### config.mk
export PLATFORM = sky130hd
export DESIGN_NAME = ps2_mouse_rx
export DESIGN_NICKNAME = d
export VERILOG_FILES = /design/src/rtl/ps2_mouse_rx.sv
export SDC_FILE = /design/constraint.sdc
export NUM_CORES = 1
export LEC_CHECK = 0
export CORE_MARGIN = 2
export CORE_UTILIZATION = 57
export DETAILED_ROUTE_END_ITERATION = 6
export GPL_ROUTABILITY_DRIVEN = 0
export PLACE_DENSITY = 0.77
export RECOVER_POWER = 100
export SYNTH_ARGS = -nofsm -noshare
export SYNTH_HDL_FRONTEND = slang
export SYNTH_SLANG_ARGS = --single-unit
### constraint.sdc
create_clock -name clk -period 3.8 [get_ports clk]
set_input_delay 1.14 -clock clk [delete_from_list [all_inputs] [get_ports clk]]
set_output_delay 1.14 -clock clk [all_outputs]
set_load 0.005 [all_outputs]
### src/rtl/ps2_mouse_rx.sv
// PS/2 mouse receiver: synchronizes the raw PS/2 lines, deframes 11-bit frames
// and assembles 3-byte movement packets into per-packet X/Y deltas and buttons.
module ps2_mouse_rx #(
  parameter int unsigned TIMEOUT_CYCLES = 50000
) (
  input  logic       clk,
  input  logic       reset,
  input  logic       ps2_clk,
  input  logic       ps2_data,
  output logic [8:0] xm,
  output logic [8:0] ym,
  output logic [2:0] buttons,
  output logic       packet_valid,
  output logic       frame_error
);

  localparam int unsigned TW = (TIMEOUT_CYCLES > 2) ? $clog2(TIMEOUT_CYCLES) : 1;

  typedef enum logic [1:0] {
    RX_IDLE   = 2'd0,
    RX_DATA   = 2'd1,
    RX_PARITY = 2'd2,
    RX_STOP   = 2'd3
  } rx_state_t;

  logic          clk_s1, clk_s2, clk_hist;
  logic          dat_s1, dat_s2;
  logic          fall;
  rx_state_t     state;
  logic [2:0]    bit_cnt;
  logic [7:0]    shreg;
  logic          par;
  logic [1:0]    byte_idx;
  logic [7:0]    b0, b1;
  logic [TW-1:0] tcnt;

  // Two-flop synchronizers plus clock history; idle-high lines reset to 1.
  always_ff @(posedge clk or posedge reset) begin
    if (reset) begin
      clk_s1   <= 1'b1;
      clk_s2   <= 1'b1;
      clk_hist <= 1'b1;
      dat_s1   <= 1'b1;
      dat_s2   <= 1'b1;
    end else begin
      clk_s1   <= ps2_clk;
      clk_s2   <= clk_s1;
      clk_hist <= clk_s2;
      dat_s1   <= ps2_data;
      dat_s2   <= dat_s1;
    end
  end

  assign fall = clk_hist & ~clk_s2;

  // Frame FSM, packet assembly and inactivity timeout.
  always_ff @(posedge clk or posedge reset) begin
    if (reset) begin
      state        <= RX_IDLE;
      bit_cnt      <= 3'd0;
      shreg        <= 8'd0;
      par          <= 1'b0;
      byte_idx     <= 2'd0;
      b0           <= 8'd0;
      b1           <= 8'd0;
      tcnt         <= '0;
      xm           <= 9'd0;
      ym           <= 9'd0;
      buttons      <= 3'd0;
      packet_valid <= 1'b0;
      frame_error  <= 1'b0;
    end else begin
      packet_valid <= 1'b0;
      frame_error  <= 1'b0;
      xm           <= 9'd0;
      ym           <= 9'd0;
      if (fall) begin
        // An edge always wins over a simultaneous timeout.
        tcnt <= '0;
        case (state)
          RX_IDLE: begin
            if (!dat_s2) begin
              state   <= RX_DATA;
              bit_cnt <= 3'd0;
            end
          end
          RX_DATA: begin
            shreg   <= {dat_s2, shreg[7:1]};
            bit_cnt <= bit_cnt + 3'd1;
            if (bit_cnt == 3'd7) state <= RX_PARITY;
          end
          RX_PARITY: begin
            par   <= dat_s2;
            state <= RX_STOP;
          end
          default: begin
            state <= RX_IDLE;
            if (dat_s2 && ((^shreg) ^ par)) begin
              case (byte_idx)
                2'd0: begin
                  // Header bytes always carry bit 3 set; anything else is a resync drop.
                  if (shreg[3]) begin
                    b0       <= shreg;
                    byte_idx <= 2'd1;
                  end
                end
                2'd1: begin
                  b1       <= shreg;
                  byte_idx <= 2'd2;
                end
                default: begin
                  byte_idx     <= 2'd0;
                  packet_valid <= 1'b1;
                  buttons      <= b0[2:0];
                  xm           <= b0[6] ? 9'd0 : {b0[4], b1};
                  ym           <= b0[7] ? 9'd0 : {b0[5], shreg};
                end
              endcase
            end else begin
              frame_error <= 1'b1;
              byte_idx    <= 2'd0;
            end
          end
        endcase
      end else if (state == RX_IDLE && byte_idx == 2'd0) begin
        tcnt <= '0;
      end else if (tcnt == TW'(TIMEOUT_CYCLES - 1)) begin
        tcnt        <= '0;
        state       <= RX_IDLE;
        byte_idx    <= 2'd0;
        frame_error <= 1'b1;
      end else begin
        tcnt <= tcnt + TW'(1);
      end
    end
  end

endmodule

==> results of run 1 <==
[cell usage in the layout, fill, tap and decap left out, drive strengths merged, types with 2 or more instances in the layout]
master       count
and4             3
mux2i            2
and2             5
xnor2            6
nand3            6
a32o             2
or3              6
clkbuf          12
nor3b           19
clkinv           2
nand2           14
nor2            11
nor4bb           2
xnor3            2
ha               7
dfstp            5
xor2             6
nand4            6
bufinv           3
and3             4
a21oi            8
dfrtp           70
o21ai            9
nand3b           2
nor3             4
mux2            28
dlygate4sd3     26
inv              5
[path summary, 6_finish.rpt]
check | startpoint | endpoint | slack, ns | cells past startpoint
worst max-delay path | shreg[4]$_DFFE_PP0P_ | ym[1]$_DFF_PP0_ | 1.04 | 5
worst min-delay path | dat_s1$_DFF_PP1_ | dat_s2$_DFF_PP1_ | 0.36 | 0
worst max register to register | shreg[4]$_DFFE_PP0P_ | ym[1]$_DFF_PP0_ | 1.04 | 5
worst min register to register | dat_s1$_DFF_PP1_ | dat_s2$_DFF_PP1_ | 0.36 | 0
max in group asynchronous | reset | dat_s2$_DFF_PP1_ | 1.50 | 3
min in group asynchronous | reset | buttons[0]$_DFFE_PP0P_ | 1.46 | 2
[cells by family after synthesis]
| kind of cell | after synthesis | synth area share |
|---|---|---|
| DFF | 75 | 0.587 |
| buffers and inverters | 15 | 0.0207 |
| and+or+nand+nor | 86 | 0.159 |
| xor gates and xnor gates | 15 | 0.0546 |
| muxes | 30 | 0.111 |
| AOI/OAI and AO/OA | 23 | 0.0417 |
| adders and majority gates | 7 | 0.0273 |
[power by group through the flow]
stage          Sequential, µW  Clock (µW)  Combinational [µW]
6_report                  965         734                 436
5_1_grt                   974         782                 487
3_3_place_gp              970           0                 466
2_1_floorplan             943           0                 420
3_5_place_dp              976           0                 481
4_1_cts                   963         748                 489
[critical path, delay by kind of cell (launching register included)]
family                 cells  cell delay (ns)
AND/OR/NAND/NOR            1             0.11
multiplexers               1             0.99
flip-flops                 1             0.45
buffers and inverters      1             0.39
XOR/XNOR                   2             0.68
[through the flow]
stage	setup WS, ns	hold slack [ns]	cells	util	area [µm²]
after floorplan	0.758	0.345	251	-	3210
after global placement	1.53	0.347	341	0.647	3540
after detailed placement	1.44	0.352	341	0.647	3540
after CTS	1.43	0.363	357	0.691	3780
after global routing	0.843	0.368	357	0.687	3760
final	1.04	0.362	357	0.687	3760
[registers in the layout (all words and copies together) (netlist names), 2 cells and up]
register  flops
b0            7
b1            8
bit_cnt       3
buttons       3
byte_idx      2
shreg         8
state         2
tcnt         16
xm            9
ym            9
[layout make-up]
| cell class | instances | area [µm²] |
|---|---|---|
| Multi-Input combinational cell | 161 | 1240 |
| Sequential cell | 75 | 1880 |
| Tap cell | 72 | 90.1 |
| Fill cell | 423 | 1720 |
| Timing Repair Buffer | 28 | 284 |
| Clock inverter | 5 | 100 |
| Clock buffer | 11 | 141 |
| Inverter | 5 | 18.8 |
[layer usage]
| layer | vias to the layer above | share of wire | track usage |
|---|---|---|---|
| met5 | - | 0 | 0 |
| met4 | 0 | 0.015 | 0.0741 |
| met3 | 10 | 0.036 | 0.0545 |
| met2 | 36 | 0.47 | 0.299 |
| met1 | 955 | 0.48 | 0.265 |
| li1 | 952 | - | - |
==> results_dict.tcl, run 1 <==
set metrics [dict create \
    p_total_uw 2130 \
    cts_setup_buffers 0 \
    synthFlopType "dfrtp_1" \
    grtUsageTotal 0.194 \
    ys_top_cells_by_area "dfrtp_1 55%, mux2_2 9.1%, nor3b_1 4.4%" \
    post-route-min-period_ns 2.76 \
    synth_area_mm2 0.00321 \
    cts.sink_count 75 \
    synth_edf_count 0 \
    end_kind "register" \
    internal_power_uw 1550 \
    vias 1953 \
    hold_buffers 0 \
    nets 291 \
    layout-drive-gt1-share 0.158 \
    worstPathRequired_ns 4.01 \
    setup_violations 0 \
    swShare 0.275 \
    dr.pass1.iters 5 \
    synth_area_per_cell_um2 12.8 \
    syn_inst 251 \
    yosysSeqAreaShare 0.587 \
    clockPowerShare 0.344 \
    yosysMostFrequentCell "dfrtp_1" \
    synth_fp_nets 262 \
    grt_pass1_vias 1887 \
    setup_tns_ns 0 \
    n_antenna_cell 0 \
    die_w_um 79.1 \
    p_per_area_mw_per_mm2 568 \
    synthTopCellsByCount "70 x dfrtp_1, 26 x mux2_2, 19 x nor3b_1" \
    dieArea_mm2 0.00625 \
    remaining_drc_errors 0 \
    crit_chain "xor2_1, xnor3_1, mux2i_1, clkbuf_1, nor3b_1" \
    holdCritPathClass "register to register" \
    cts_buffers 9 \
    dp_hpwl_mm 3.45 \
    core-area_mm2 0.00547 \
    cp-start-kind "register" \
    first_iter_violations 131 \
    rows 27 \
    cts_tree "built" \
    drv_slew 0 \
    worst_pin_slew_ns 1.18 \
    post_drt_wl_per_cell_um 14.9 \
    leakage_uw 0.00180 \
    clk_latency_ns 0.34 \
    ant_nets 0 \
    hold_violations 0 \
    min_period_over_period 0.726 \
    final.setup_skew_ns 0.00686 \
    async_reset_ff_frac 1.00 \
    ir_worst_vdd_v 0.000334 \
    switchingPower_uw 587 \
    chipHeight_um 79.1 \
    place.port_buffers 26 \
    root_buffer "clkbuf_8" \
    ios 27 \
    cts_buffer_depth 2 \
    cts.clk_slew.worst_paths_ns 0.07 \
    timing.fmax_mhz 363 \
    gr-total-overflow 0 \
    pwr-share-comb 0.204 \
    pwr-share-seq 0.452 \
    grt_pass1_wl_mm 9.25 \
    vias_per_cell 5.47 \
    crit_path_top_delay_cell "mux2i_1" \
    critPathKind "register to register" \
    post-synth-top-area-cell "dfrtp_1" \
    slowest_delay_ns 0.99 \
    yosysWarnings 0 \
    antenna_found_initial 0 \
    post_cts_resized 0 \
    critPathMaxFanout 13 \
    area_growth_pct 17.0 \
    htreeDepth 3 \
    status "completed" \
    yosys.area.top_type_share 0.546 \
    worstPathArrival_ns 2.97 \
    slew_headroom 0.189 \
    start_util 0.587 \
    rsz0062_at_grt "no" \
    wl_mm 5.34 \
    drv_cap 0 \
    synth-seq-cells 75 \
    grt_max_degree 49 \
    ys_types 41 \
]
(Power assumes the default switching activity.)
==> run 2: changes to the inputs <==
- clock period: 3.8 -> 2.8 ns (I/O delays scaled with it)
==> results_dict.tcl, run 2 (same netlist as run 1, synthesis figures left out) <==
set metrics [dict create \
    dp_hpwl_mm 3.48 \
    grt_max_degree 36 \
    cts_buffer_depth 2 \
    critPathKind "register to register" \
    dieArea_mm2 0.00625 \
    final.setup_skew_ns 0.00594 \
    dp_cells 342 \
    slowest_delay_ns 0.55 \
    post-route-util 0.686 \
    final_cell_mix "70 x dfrtp_1, 26 x mux2_2, 26 x dlygate4sd3_1" \
    grt_use_met3 0.0477 \
    p_per_area_mw_per_mm2 751 \
    layout-drive-gt1-share 0.168 \
    htreeDepth 3 \
    drv_slew 0 \
    setup_violations 0 \
    grt_pass1_vias 2012 \
    slew_headroom 0.317 \
    cts_tree "built" \
    ant_nets 0 \
    setup_tns_ns 0 \
    cts_buffers 9 \
    largest_reg_flops 16 \
    post_cts_resized 0 \
    remaining_drc_errors 0 \
    cts_setup_buffers 0 \
    layout_commonest_cell "dfrtp_1" \
    rsz0062_at_grt "no" \
    vias 1976 \
    holdWs_ns 0.358 \
    end_kind "register" \
    grt_most_used_layer "met2" \
    reg_top3 "tcnt (16), xm (9), ym (9)" \
    grtUsageTotal 0.196 \
    wl_mm 5.27 \
    root_buffer "clkbuf_8" \
    seqCellArea_mm2 0.00188 \
    cp-start-kind "register" \
    chipHeight_um 79.1 \
    timing.fmax_mhz 445 \
    ir_worst_vdd_v 0.000435 \
    antenna_found_initial 0 \
    die_w_um 79.1 \
    dr.pass1.iters 4 \
    worstPathRequired_ns 3.02 \
    gr-total-overflow 0 \
    area_growth_pct 16.9 \
    largest-register "tcnt" \
    rows 27 \
    first_iter_violations 139 \
    critPathMaxFanout 19 \
    ios 27 \
    crit_path_top_delay_cell "xnor3_1" \
    n_antenna_cell 0 \
    holdCritPathClass "register to register" \
    start_util 0.587 \
    cts.clk_slew.worst_paths_ns 0.08 \
    gr-usage-met2 0.328 \
    worst_pin_slew_ns 1.02 \
    grt_pass1_wl_mm 9.34 \
    post_drt_wl_per_cell_um 14.7 \
    num-fill-cells 401 \
    core-area_mm2 0.00547 \
    nets 292 \
    leakage_uw 0.00178 \
    p_total_uw 2820 \
    final_cells 358 \
    hold_violations 0 \
    min_period_over_period 0.803 \
    hold_buffers 0 \
    clk_latency_ns 0.35 \
    cts.sink_count 75 \
    place.port_buffers 26 \
    post-route-min-period_ns 2.25 \
    drv_cap 0 \
    status "completed" \
    multi_input_area_mm2 0.00125 \
    vias_per_cell 5.52 \
    crit_chain "xor2_1, xnor3_1, mux2i_1, buf_4, nor3b_1" \
    worstPathArrival_ns 2.47 \
    grt_use_met1 0.243 \
]
[run 2: power by group]
part,switching [µW],leakage [µW],internal (µW)
combinational,298,0.000667,318
sequential,119,0.00102,1180
clock,396,0.000103,503
total,813,0.00178,2010
[run 2: per-layer routing]
layer	routed length, µm	up-vias
met4	93	0
met1	2370	981
met2	2620	39
met5	0	-
li1	-	946
met3	191	10
[run 2: final timing paths]
path / end / slack, ns / cells after the start / start
max in group asynchronous: clk_s1$_DFF_PP1_ / 0.68 / 3 / reset
min in group asynchronous: buttons[2]$_DFFE_PP0P_ / 1.17 / 2 / reset
worst max register to register: ym[1]$_DFF_PP0_ / 0.55 / 5 / shreg[3]$_DFFE_PP0P_
worst max-delay path: ym[1]$_DFF_PP0_ / 0.55 / 5 / shreg[3]$_DFFE_PP0P_
worst min-delay path: dat_s2$_DFF_PP1_ / 0.36 / 0 / dat_s1$_DFF_PP1_
worst min register to register: dat_s2$_DFF_PP1_ / 0.36 / 0 / dat_s1$_DFF_PP1_
[run 2: area by class of cell]
cell class / instances / share of cell area
clock buffers: 10 / 0.0340
well taps: 72 / 0.0240
inverters: 5 / 0.00500
flip-flops and latches: 75 / 0.502
repair buffers: 29 / 0.0780
multi-input cells: 161 / 0.334
clock inverters: 6 / 0.0237
[run 2: critical path, delay by kind of cell (launching register included)]
| kind | cells | cell delay, ns |
|---|---|---|
| XOR/XNOR | 2 | 0.73 |
| buffers and inverters | 1 | 0.33 |
| flip-flops | 1 | 0.43 |
| multiplexers | 1 | 0.54 |
| AND/OR/NAND/NOR | 1 | 0.09 |
[run 2: through the flow]
step	setup slack (ns)	area, µm²
floorplan	0.0583	3210
global placement	0.799	3550
detailed placement	0.741	3550
CTS	0.727	3760
global route	0.383	3750
finish	0.551	3750
==> run 3: changes to the inputs <==
- CORE_UTILIZATION: 57 -> 51
- PLACE_DENSITY: 0.77 -> 0.72
- clock period: 2.8 -> 2 ns (I/O delays scaled with it)
==> results_dict.tcl, run 3 (same netlist as run 1, synthesis figures left out) <==
set metrics [dict create \
    rr_startpoint "shreg[3]$_DFFE_PP0P_" \
    final_cell_mix "69 x dfrtp_1, 26 x mux2_2, 18 x nor3b_1, 18 x dlygate4sd3_1, 14 x nand2_1" \
    worstPathArrival_ns 2.16 \
    min_period_over_period 0.965 \
    dieArea_mm2 0.00695 \
    grt_pass1_wl_mm 9.49 \
    post_drt_wl_per_cell_um 14.8 \
    cts.sink_count 75 \
    crit_family "XOR/XNOR gates" \
    critPathKind "register to register" \
    layout-drive-gt1-share 0.220 \
    htreeDepth 3 \
    vias_per_cell 5.53 \
    critPathMaxFanout 9 \
    drv_slew 0 \
    gr-total-overflow 0 \
    crit_path_top_delay_cell "xnor3_2" \
    timing.rr.end "b1[3]$_DFFE_PP0P_" \
    final_cells 371 \
    holdCritPathClass "register to register" \
    ios 27 \
    layout_commonest_cell "dfrtp_1" \
    holdWs_ns 0.357 \
    fin_ws_ns 0.0692 \
    setup_violations 0 \
    cp_num_buf_inv 1 \
    crit_chain "xor2_1, xnor3_2, mux2i_4, buf_12, mux2_2" \
    wl_mm 5.51 \
    slowest_delay_ns 0.49 \
    post-route-min-period_ns 1.93 \
    n_antenna_cell 0 \
    clk_latency_ns 0.35 \
    final.setup_skew_ns 0.00636 \
    antenna_found_initial 0 \
    die_w_um 83.3 \
    cts_tree "built" \
    grt_max_degree 24 \
    rr_worst_depth 5 \
    cp-start-kind "register" \
    cts_buffer_depth 2 \
    cts_buffers 9 \
    startpoint "shreg[3]$_DFFE_PP0P_" \
    min_path_cells 0 \
    timing.fmax_mhz 518 \
    ir_worst_vdd_v 0.000641 \
    area_growth_pct 20.0 \
    rows 28 \
    path_depth 5 \
    grtUsageTotal 0.175 \
    leakage_uw 0.00181 \
    remaining_drc_errors 0 \
    dp_cells 354 \
    vias 2053 \
    start_util 0.536 \
    pre_cts_ws_ns 0.0235 \
    grt_pass1_vias 2004 \
    status "completed" \
    nets 303 \
    place.port_buffers 26 \
    rrSetupSlack_ns 0.07 \
    root_buffer "clkbuf_8" \
    rsz0062_at_grt "yes" \
    reg_top3 "tcnt (16), xm (9), ym (9)" \
    p_per_area_mw_per_mm2 1060 \
    first_iter_violations 85 \
    crit_end "b1[3]$_DFFE_PP0P_" \
    worst_pin_slew_ns 0.618 \
    chipHeight_um 83.3 \
    hold_violations 0 \
    largest-register "tcnt" \
    hold_buffers 0 \
    core-area_mm2 0.00599 \
    cts.clk_slew.worst_paths_ns 0.07 \
    worstPathRequired_ns 2.23 \
    largest_reg_flops 16 \
    slew_headroom 0.588 \
    ant_nets 0 \
    end_kind "register" \
    drv_cap 0 \
    setup_tns_ns 0 \
    dr.pass1.iters 4 \
    dp_hpwl_mm 3.84 \
]
==> run 3: worst reg2reg max path, delay by kind of cell (launching register included) <==
kind	cells	cell delay (ns)
flops	1	0.40
xor+xnor	2	0.65
mux	2	0.61
buf+inv	1	0.15
==> run 3: what timing repair did <==
item                                    in CTS  in global routing
endpoints found under the setup margin       4                 16
pin swaps                                    0                  1
setup buffers                                0                  2
resized for setup                            1                  3
==> run 3: worst min-delay path by stage <==
stage / startpoint / end / slack [ns]
3_3_place_gp: dat_s1$_DFF_PP1_ / dat_s2$_DFF_PP1_ / 0.35
4_1_cts: dat_s1$_DFF_PP1_ / dat_s2$_DFF_PP1_ / 0.36
3_5_place_dp: dat_s1$_DFF_PP1_ / dat_s2$_DFF_PP1_ / 0.35
5_1_grt: dat_s1$_DFF_PP1_ / dat_s2$_DFF_PP1_ / 0.37
2_1_floorplan: clk_s1$_DFF_PP1_ / clk_s2$_DFF_PP1_ / 0.35
6_report: dat_s1$_DFF_PP1_ / dat_s2$_DFF_PP1_ / 0.36
==> run 3: area by class of cell <==
cell class	instances	area, µm²
timing repair buffer	40	365
inverter	5	20.0
clock inverter	5	77.6
fill	464	2140
sequential	75	1880
clock buffer	10	138
multi-input combinational	161	1270
tap	75	93.8
==> run 3: report_power, final <==
| part | total [µW] | switching (µW) | internal [µW] |
|---|---|---|---|
| Sequential | 1790 | 136 | 1660 |
| Combinational | 1020 | 503 | 517 |
| Clock | 1260 | 532 | 725 |
| Total | 4070 | 1170 | 2900 |
==> run 3: through the flow <==
step,util,total power [µW],instance area (µm²)
detailed placement,0.607,2850,3640
finish,0.643,4070,3850
global placement,0.607,2820,3640
global route,0.643,4280,3850
floorplan,-,2590,3210
CTS,0.644,4120,3860
==> run 3: layer usage <==
layer  routed length [µm]  share of wire  GRT usage  vias up
met1                 2470           0.45      0.215     1024
met4                  121          0.022     0.0805        0
met5                    0              0          0        -
li1                     -              -          -      974
met2                 2710           0.49      0.288       44
met3                  204          0.037     0.0477       11
